**src/rtl/stopwatch_up_pkg.sv**
```systemverilog
// rtl/stopwatch_up_pkg.sv - shared types and segment constants for the count-up stopwatch
package stopwatch_up_pkg;

    typedef enum logic [1:0] {
        ST_IDLE = 2'd0,
        ST_RUN  = 2'd1,
        ST_HOLD = 2'd2,
        ST_DONE = 2'd3
    } state_e;

    typedef logic [3:0] bcd_t;

    // Active-low {a..g}
    localparam logic [6:0] SEG_0     = 7'b0000001;
    localparam logic [6:0] SEG_1     = 7'b1001111;
    localparam logic [6:0] SEG_2     = 7'b0010010;
    localparam logic [6:0] SEG_3     = 7'b0000110;
    localparam logic [6:0] SEG_4     = 7'b1001100;
    localparam logic [6:0] SEG_5     = 7'b0100100;
    localparam logic [6:0] SEG_6     = 7'b0100000;
    localparam logic [6:0] SEG_7     = 7'b0001101;
    localparam logic [6:0] SEG_8     = 7'b0000000;
    localparam logic [6:0] SEG_9     = 7'b0000100;
    localparam logic [6:0] SEG_BLANK = 7'b1111111;

endpackage

```
**src/rtl/stopwatch_up_bcd_to_seg7.sv**
```systemverilog
// rtl/stopwatch_up_bcd_to_seg7.sv - combinational BCD digit to active-low seven-segment decoder
module bcd_to_seg7
    import stopwatch_up_pkg::*;
(
    input  bcd_t       bcd_i,
    output logic [6:0] seg_o
);

    always_comb begin
        seg_o = SEG_BLANK;
        case (bcd_i)
            4'd0:    seg_o = SEG_0;
            4'd1:    seg_o = SEG_1;
            4'd2:    seg_o = SEG_2;
            4'd3:    seg_o = SEG_3;
            4'd4:    seg_o = SEG_4;
            4'd5:    seg_o = SEG_5;
            4'd6:    seg_o = SEG_6;
            4'd7:    seg_o = SEG_7;
            4'd8:    seg_o = SEG_8;
            4'd9:    seg_o = SEG_9;
            default: seg_o = SEG_BLANK;
        endcase
    end

endmodule

```
**src/rtl/stopwatch_up.sv**
```systemverilog
// rtl/stopwatch_up.sv - 00-99 s BCD count-up stopwatch with start/stop, lap freeze, clear and stop target
module stopwatch_up
    import stopwatch_up_pkg::*;
#(
    parameter int TICKS_PER_SEC = 50000000
) (
    input  logic       clock,
    input  logic       reset,
    input  logic       start_n,
    input  logic       lap_n,
    input  logic [3:0] target_tens,
    input  logic [3:0] target_ones,
    output logic [6:0] seg_ones,
    output logic [6:0] seg_tens,
    output logic       running,
    output logic       lap_active,
    output logic       done
);

    localparam int PRE_W = (TICKS_PER_SEC > 1) ? $clog2(TICKS_PER_SEC) : 1;
    localparam logic [PRE_W-1:0] PRE_MAX = PRE_W'(TICKS_PER_SEC - 1);

    logic start_s1_q, start_s2_q, start_prev_q, start_press_q;
    logic lap_s1_q, lap_s2_q, lap_prev_q, lap_press_q;

    state_e           state_q, state_d;
    bcd_t             ones_q, ones_d, tens_q, tens_d;
    bcd_t             lap_ones_q, lap_ones_d, lap_tens_q, lap_tens_d;
    logic             lap_q, lap_d;
    logic [PRE_W-1:0] pre_q, pre_d;
    logic             running_q, done_q;

    bcd_t inc_ones, inc_tens;
    logic tick, target_valid, hit;

    // Press events are registered so each press yields exactly one clean cycle.
    always_ff @(posedge clock) begin
        if (!reset) begin
            start_s1_q    <= 1'b1;
            start_s2_q    <= 1'b1;
            start_prev_q  <= 1'b1;
            start_press_q <= 1'b0;
            lap_s1_q      <= 1'b1;
            lap_s2_q      <= 1'b1;
            lap_prev_q    <= 1'b1;
            lap_press_q   <= 1'b0;
        end else begin
            start_s1_q    <= start_n;
            start_s2_q    <= start_s1_q;
            start_prev_q  <= start_s2_q;
            start_press_q <= start_prev_q & ~start_s2_q;
            lap_s1_q      <= lap_n;
            lap_s2_q      <= lap_s1_q;
            lap_prev_q    <= lap_s2_q;
            lap_press_q   <= lap_prev_q & ~lap_s2_q;
        end
    end

    assign tick = (state_q == ST_RUN) && (pre_q == PRE_MAX);

    always_comb begin
        inc_ones = ones_q + 4'd1;
        inc_tens = tens_q;
        if (ones_q == 4'd9) begin
            inc_ones = 4'd0;
            inc_tens = (tens_q == 4'd9) ? 4'd0 : tens_q + 4'd1;
        end
    end

    assign target_valid = (target_tens <= 4'd9) && (target_ones <= 4'd9) &&
                          !((target_tens == 4'd0) && (target_ones == 4'd0));
    assign hit = tick && target_valid && (inc_tens == target_tens) && (inc_ones == target_ones);

    always_comb begin
        state_d    = state_q;
        ones_d     = ones_q;
        tens_d     = tens_q;
        lap_ones_d = lap_ones_q;
        lap_tens_d = lap_tens_q;
        lap_d      = lap_q;
        pre_d      = pre_q;
        case (state_q)
            ST_IDLE: begin
                if (start_press_q) state_d = ST_RUN;
            end
            ST_RUN: begin
                pre_d = tick ? '0 : pre_q + PRE_W'(1);
                if (tick) begin
                    ones_d = inc_ones;
                    tens_d = inc_tens;
                end
                // Reaching the target outranks a simultaneous stop press.
                if (hit) state_d = ST_DONE;
                else if (start_press_q) state_d = ST_HOLD;
                if (lap_press_q) begin
                    lap_d = ~lap_q;
                    if (!lap_q) begin
                        lap_ones_d = ones_q;
                        lap_tens_d = tens_q;
                    end
                end
            end
            ST_HOLD: begin
                if (start_press_q) begin
                    state_d = ST_RUN;
                end else if (lap_press_q) begin
                    state_d = ST_IDLE;
                    ones_d  = 4'd0;
                    tens_d  = 4'd0;
                    lap_d   = 1'b0;
                end
            end
            ST_DONE: begin
                if (start_press_q) begin
                    state_d = ST_IDLE;
                    ones_d  = 4'd0;
                    tens_d  = 4'd0;
                    lap_d   = 1'b0;
                end
            end
            default: state_d = ST_IDLE;
        endcase
        if (state_d == ST_IDLE) pre_d = '0;
    end

    always_ff @(posedge clock) begin
        if (!reset) begin
            state_q    <= ST_IDLE;
            ones_q     <= 4'd0;
            tens_q     <= 4'd0;
            lap_ones_q <= 4'd0;
            lap_tens_q <= 4'd0;
            lap_q      <= 1'b0;
            pre_q      <= '0;
            running_q  <= 1'b0;
            done_q     <= 1'b0;
        end else begin
            state_q    <= state_d;
            ones_q     <= ones_d;
            tens_q     <= tens_d;
            lap_ones_q <= lap_ones_d;
            lap_tens_q <= lap_tens_d;
            lap_q      <= lap_d;
            pre_q      <= pre_d;
            running_q  <= (state_d == ST_RUN);
            done_q     <= (state_d == ST_DONE);
        end
    end

    assign running    = running_q;
    assign done       = done_q;
    assign lap_active = lap_q;

    bcd_to_seg7 u_seg_ones (
        .bcd_i (lap_q ? lap_ones_q : ones_q),
        .seg_o (seg_ones)
    );

    bcd_to_seg7 u_seg_tens (
        .bcd_i (lap_q ? lap_tens_q : tens_q),
        .seg_o (seg_tens)
    );

endmodule

```
**config.mk**
```make
export PLATFORM = sky130hd
export DESIGN_NAME = stopwatch_up
export DESIGN_NICKNAME = d
export VERILOG_FILES = /design/src/rtl/stopwatch_up_pkg.sv /design/src/rtl/stopwatch_up_bcd_to_seg7.sv /design/src/rtl/stopwatch_up.sv
export SDC_FILE = /design/constraint.sdc
export NUM_CORES = 1
export LEC_CHECK = 0
export CORE_ASPECT_RATIO = 0.5
export CORE_MARGIN = 10
export CORE_UTILIZATION = 31
export DETAILED_ROUTE_END_ITERATION = 7
export DONT_BUFFER_PORTS = 1
export PLACE_DENSITY = 0.49
export SLEW_MARGIN = 20
export SYNTH_ARGS = -nofsm -noshare
export SYNTH_HDL_FRONTEND = slang
export SYNTH_SLANG_ARGS = --single-unit
```
**constraint.sdc**
```tcl
create_clock -name clock -period 3.3 [get_ports clock]
set_input_delay 0.66 -clock clock [delete_from_list [all_inputs] [get_ports clock]]
set_output_delay 0.66 -clock clock [all_outputs]
set_load 0.03 [all_outputs]
```
# Word level (Yosys, flattened, before mapping)
# Memory sizes are Yosys's and may differ from the RTL's.
# Index checks and enable logic that the tools add are counted.
[totals]
register_bits = 55
romBits = 224
input_bits = 12
memories = 2
[mem_list]
columns = ["name", "words", "width", "rd", "rd_ports_with_merged_regs", "write_ports", "line", "source"]
rows = [
  ["(no name shown)", 16, 7, 1, 0, 0, "stopwatch_up_bcd_to_seg7.sv:11", "case (bcd_i)"],
  ["(no name shown)", 16, 7, 1, 0, 0, "stopwatch_up_bcd_to_seg7.sv:11", ""],
]
[op_classes]
add_sub_neg = 3
n_lt_le_gt_ge = 2
n_eq_ne = 15
muxes = 25
bitwise = 6
n_reduce_logical = 17
[op_table]
columns = ["operator", "n"]
rows = [
  ["4-bit two-way mux", 10],
  ["26-bit by 1-bit adder with 26-bit output (second input constant)", 1],
  ["26-bit == test (second input constant)", 1],
  ["26-bit two-way mux", 1],
  ["4-bit case mux with 3 select lines", 2],
  ["2-bit two-way mux", 6],
  ["2-bit != test (second input constant)", 5],
  ["5-bit AND reduction", 2],
  ["4-bit by 1-bit adder with 4-bit output (second input constant)", 2],
  ["4-bit == test", 2],
  ["4-bit == test (second input constant)", 2],
  ["4-bit less-or-equal comparator (second input constant)", 2],
  ["4-bit logical NOT", 2],
  ["2-bit case mux with 4 select lines", 1],
  ["1-bit logical AND", 7],
  ["2-bit == test (second input constant)", 3],
  ["2-bit by 1-bit == test with 1-bit output (second input constant)", 2],
  ["2-bit logical NOT", 2],
  ["1-bit two-way mux", 4],
  ["1-bit NOT", 4],
  ["1-bit case mux with 3 select lines", 1],
  ["3-bit nonzero test", 1],
  ["1-bit AND", 2],
  ["2-bit AND reduction", 1],
  ["2 further kinds", 2],
]

# Longest topological paths before layout
[depth]
depth_word = 11
depth_mapped = 8
depth_no_buf = 8

# By module
# A second synthesis with hierarchy kept.
[unflattened]
hier_cells = 381
area_unflattened_um2 = 3204.3
[by_module_without_submodules]
columns = ["mod", "instances", "cells_per_inst", "area_per_inst_um2", "seq_area_each_um2"]
rows = [
  ["stopwatch_up", 1, 327, 2793.9, 1101.1],
  ["bcd_to_seg7", 2, 27, 205.2, 0.0],
]

# Worst setup path before layout
# OpenSTA, ideal clock, no wires.
[synth_timing]
path_type = "reg-to-output"
from = "reg lap_q, in the netlist lap_active"
to = "out seg_ones[3]"
arrival_time_ns = 2.321
setup_slack_ns = 0.319
path_stages_with_launch = 7
n_path_buf = 1
cell_sequence = "dfxtp_1 -> buf_1 -> mux2i_1 -> ha_1 -> nand2_1 -> o21ai_0 -> a21oi_1"
[synth_via]
elab_chain_cells = 2
[synth_rtl]
columns = ["item", "line", "source"]
rows = [
  ["start: declaration", "stopwatch_up.sv:29", "logic lap_q, lap_d;"],
  ["start signal: assignment", "stopwatch_up.sv:143", "lap_q <= lap_d;"],
  ["4-bit two-way mux", "-", ""],
  ["memory 16 x 7 bit", "-", ""],
  ["end: declaration", "stopwatch_up.sv:13", "output logic [6:0] seg_ones,"],
]
# Every way passes these cells.

# Worst setup path after layout
[layout_timing]
from = "reg lap_q, in the netlist lap_active"
to = "out seg_tens[2]"
[layout_via]
elab_chain_cells = 2
[layout_rtl]
columns = ["item", "line", "source"]
rows = [
  ["4-bit two-way mux", "-", ""],
  ["via u_seg_tens.bcd_i[1]", "stopwatch_up_bcd_to_seg7.sv:5", "input bcd_t bcd_i,"],
  ["memory 16 x 7 bit", "-", ""],
  ["end: declaration", "stopwatch_up.sv:14", "output logic [6:0] seg_tens,"],
]
# The timed path passes the listed nets, and every way through them passes these cells.

==> impl_metrics.tcl <==
set metrics [dict create \
    maxSlewHeadroom_pct 46.90 \
    yosysSeqAreaShare_pct 34.85 \
    reg2reg_depth 5 \
    grt_antenna_before_repair 0 \
    synthFlopType "dfxtp_1" \
    dr.pass1.iters 4 \
    critPathLaunchType "register" \
    min_path_type "register to register" \
    skew_ns 0.005549 \
    cellLeakagePower_nw 1.395 \
    clk_transition_reported_paths_ns 0.07 \
    num_io_pins 29 \
    chipWidth_um 162.8 \
    syn_to_final_growth_pct 11.64 \
    ys_ff_latch 55 \
    cts_root_buf "clkbuf_16" \
    multi_input_area_mm2 0.001932 \
    grt-ovfl-total 0 \
    wl_met3_um 325 \
    dieArea_mm2 0.01487 \
    num_antenna_cells 0 \
    maxCapViolCount 0 \
    cts_hold_buffers 0 \
    pwr_density_cell_mw_per_mm2 350.0 \
    finalInstanceArea_mm2 0.003527 \
    postCtsSetupBuffers 0 \
    initialDrtViolationCount 125 \
    status "finished clean" \
    vias 2567 \
    postSynthAreaPerCell_um2 8.380 \
    fillerInstances 1023 \
    place_congestion 0.7547 \
    cts_resized 0 \
    maxSlewViolCount 0 \
    wire_per_inst_um 13.53 \
    setup_viol 0 \
    start_util_pct 32.58 \
    finalCritPeriodShare_pct 87.99 \
    required_ns 2.64 \
    cts_tree "built" \
    whs_path_depth 1 \
    fin_tns_setup_ns 0 \
    crit_path_end_kind "output port" \
    worstPathMaxFanout 11 \
    ant_nets 0 \
    place_area_mm2 0.003378 \
    drc 0 \
    synth_edf_count 0 \
    track_usage_pct 9.614 \
    cts_buffers 5 \
    htreeDepth 2 \
    wirelength_met1_um 3447 \
    seqCellArea_mm2 0.001101 \
    path_class "register to output port" \
    synthDistinctLibCells 50 \
    finalHoldViolCount 0 \
    cts_num_sinks 55 \
    die_y_um 91.39 \
    worst_pin_slew_ns 0.7965 \
    vias_per_cell 4.956 \
    grt_max_degree 30 \
    final_net_count 406 \
    synth_warnings 0 \
    dp_hpwl_um 5203 \
    cp.arrival_ns 2.24 \
    rsz0062_at_grt "false" \
    grt_first_pass_wirelength_um 11950 \
    async_reset_ff_share_pct 0 \
    insertion_delay_ns 0.30 \
    min_period_ns 2.904 \
    totalWireLength_um 7010 \
    max_freq_mhz 344.4 \
    vdd_drop_max_uv 205.3 \
    postSynthCellCount 377 \
    mostFrequentLayoutCell "dfxtp_1" \
    rows 25 \
    drive_above_1_share_pct 8.616 \
    clockBufferDepth 2 \
    grt_pass1_vias 2435 \
    io_buffers 0 \
    synth_nets 401 \
    core_area_mm2 0.009697 \
    mostFrequentLayoutCells "dfxtp_1 (55), nor2_1 (43), nand2_1 (34), xor2_1 (22), a21oi_1 (19)" \
    highest-signal-layer "met4" \
    met2_length_um 3146 \
    netlist_area_mm2 0.003159 \
]
## layout make-up
cell class / count / area share (%)
Clock buffer: 5 / 3.547
Clock inverter: 3 / 0.6740
Timing Repair Buffer: 18 / 3.831
Inverter: 11 / 1.171
Multi-Input combinational cell: 291 / 54.77
Sequential cell: 55 / 31.22
Tap cell: 135 / 4.789
## stage by stage
stage,setup WS [ns],utilization [%],hold slack (ns),power [mW],cells
after detailed placement,0.7184,34.84,0.3955,0.7117,510
after floorplan,0.3186,-,0.3863,0.7113,377
after global routing,0.1665,36.37,0.4155,1.288,518
final,0.3965,36.37,0.4089,1.235,518
after CTS,0.3701,36.37,0.4118,1.258,518
after global placement,0.7635,34.84,0.3888,0.7109,510
## worst paths after layout
| path | from | to | slack [ns] |
|---|---|---|---|
| setup / recovery | lap_active$_SDFFE_PN0P_ | seg_tens[2] | 0.40 |
| hold / removal | lap_s1_q$_SDFF_PN1_ | lap_s2_q$_SDFF_PN1_ | 0.41 |
| setup reg to reg | state_q[1]$_SDFF_PN0_ | pre_q[14]$_SDFFE_PP0P_ | 0.88 |
| hold reg to reg | lap_s1_q$_SDFF_PN1_ | lap_s2_q$_SDFF_PN1_ | 0.41 |
## critical path, stage by stage (launching register included)
cell and delay (ns):
dfxtp_1 0.62, mux2i_1 0.48, inv_1 0.13, ha_1 0.23
nand2_1 0.06, o21ai_0 0.08, a22oi_1 0.14, buf_4 0.19
## Yosys cell counts, types with 3 or more instances
cell type  number  area (um2)
a21oi_1        19       95.09
nor2_1         43       161.4
nand3_1         9       45.04
o21ai_1         6       30.03
and2_1          3       18.77
o211a_1         8       80.08
nand2b_1       13       81.33
clkbuf_1       16       60.06
xnor2_1        11       96.34
and3_1          6       37.54
o21ai_0        15       75.07
or3_1           4       25.02
mux2i_1        15       150.1
nor4_1          4       25.02
dfxtp_1        55        1101
nand4_1        10       62.56
nor2b_1        10       62.56
and4_1          4       35.03
xor2_1         22       192.7
inv_1          11       41.29
nor3_1          4       20.02
ha_1           12       150.1
nand2_1        34       127.6
a21boi_1        7       52.55
a22oi_1         3       22.52
## power breakdown
part,internal (mW),switching [mW]
sequential,0.668,0.00514
combinational,0.0118,0.0106
clock,0.284,0.255
## state kept, by name, summed over array words and instances (netlist names)
signal and cells:
start_press_q 1, start_s1_q 1, ones_q 4, lap_prev_q 1
lap_active 1, state_q 2, done 1, lap_ones_q 4
tens_q 4, lap_s2_q 1, lap_press_q 1, running 1
start_s2_q 1, lap_s1_q 1, pre_q 26, lap_tens_q 4
start_prev_q 1
## metal layers
layer  vias up  track usage, %
met2        40           14.95
met3         7           3.198
met5         -               0
met1      1194           11.83
met4         0           4.254
li1       1326               -
## logic make-up after synthesis
group,share of synthesized area [%]
muxes,5.465
adders and majority gates,4.752
DFF,34.85
and+or+nand+nor,27.29
buffers and inverters,4.000
AOI/OAI and AO/OA,14.50
xor gates and xnor gates,9.148
No activity file was read; power rests on OpenSTA's default activity.
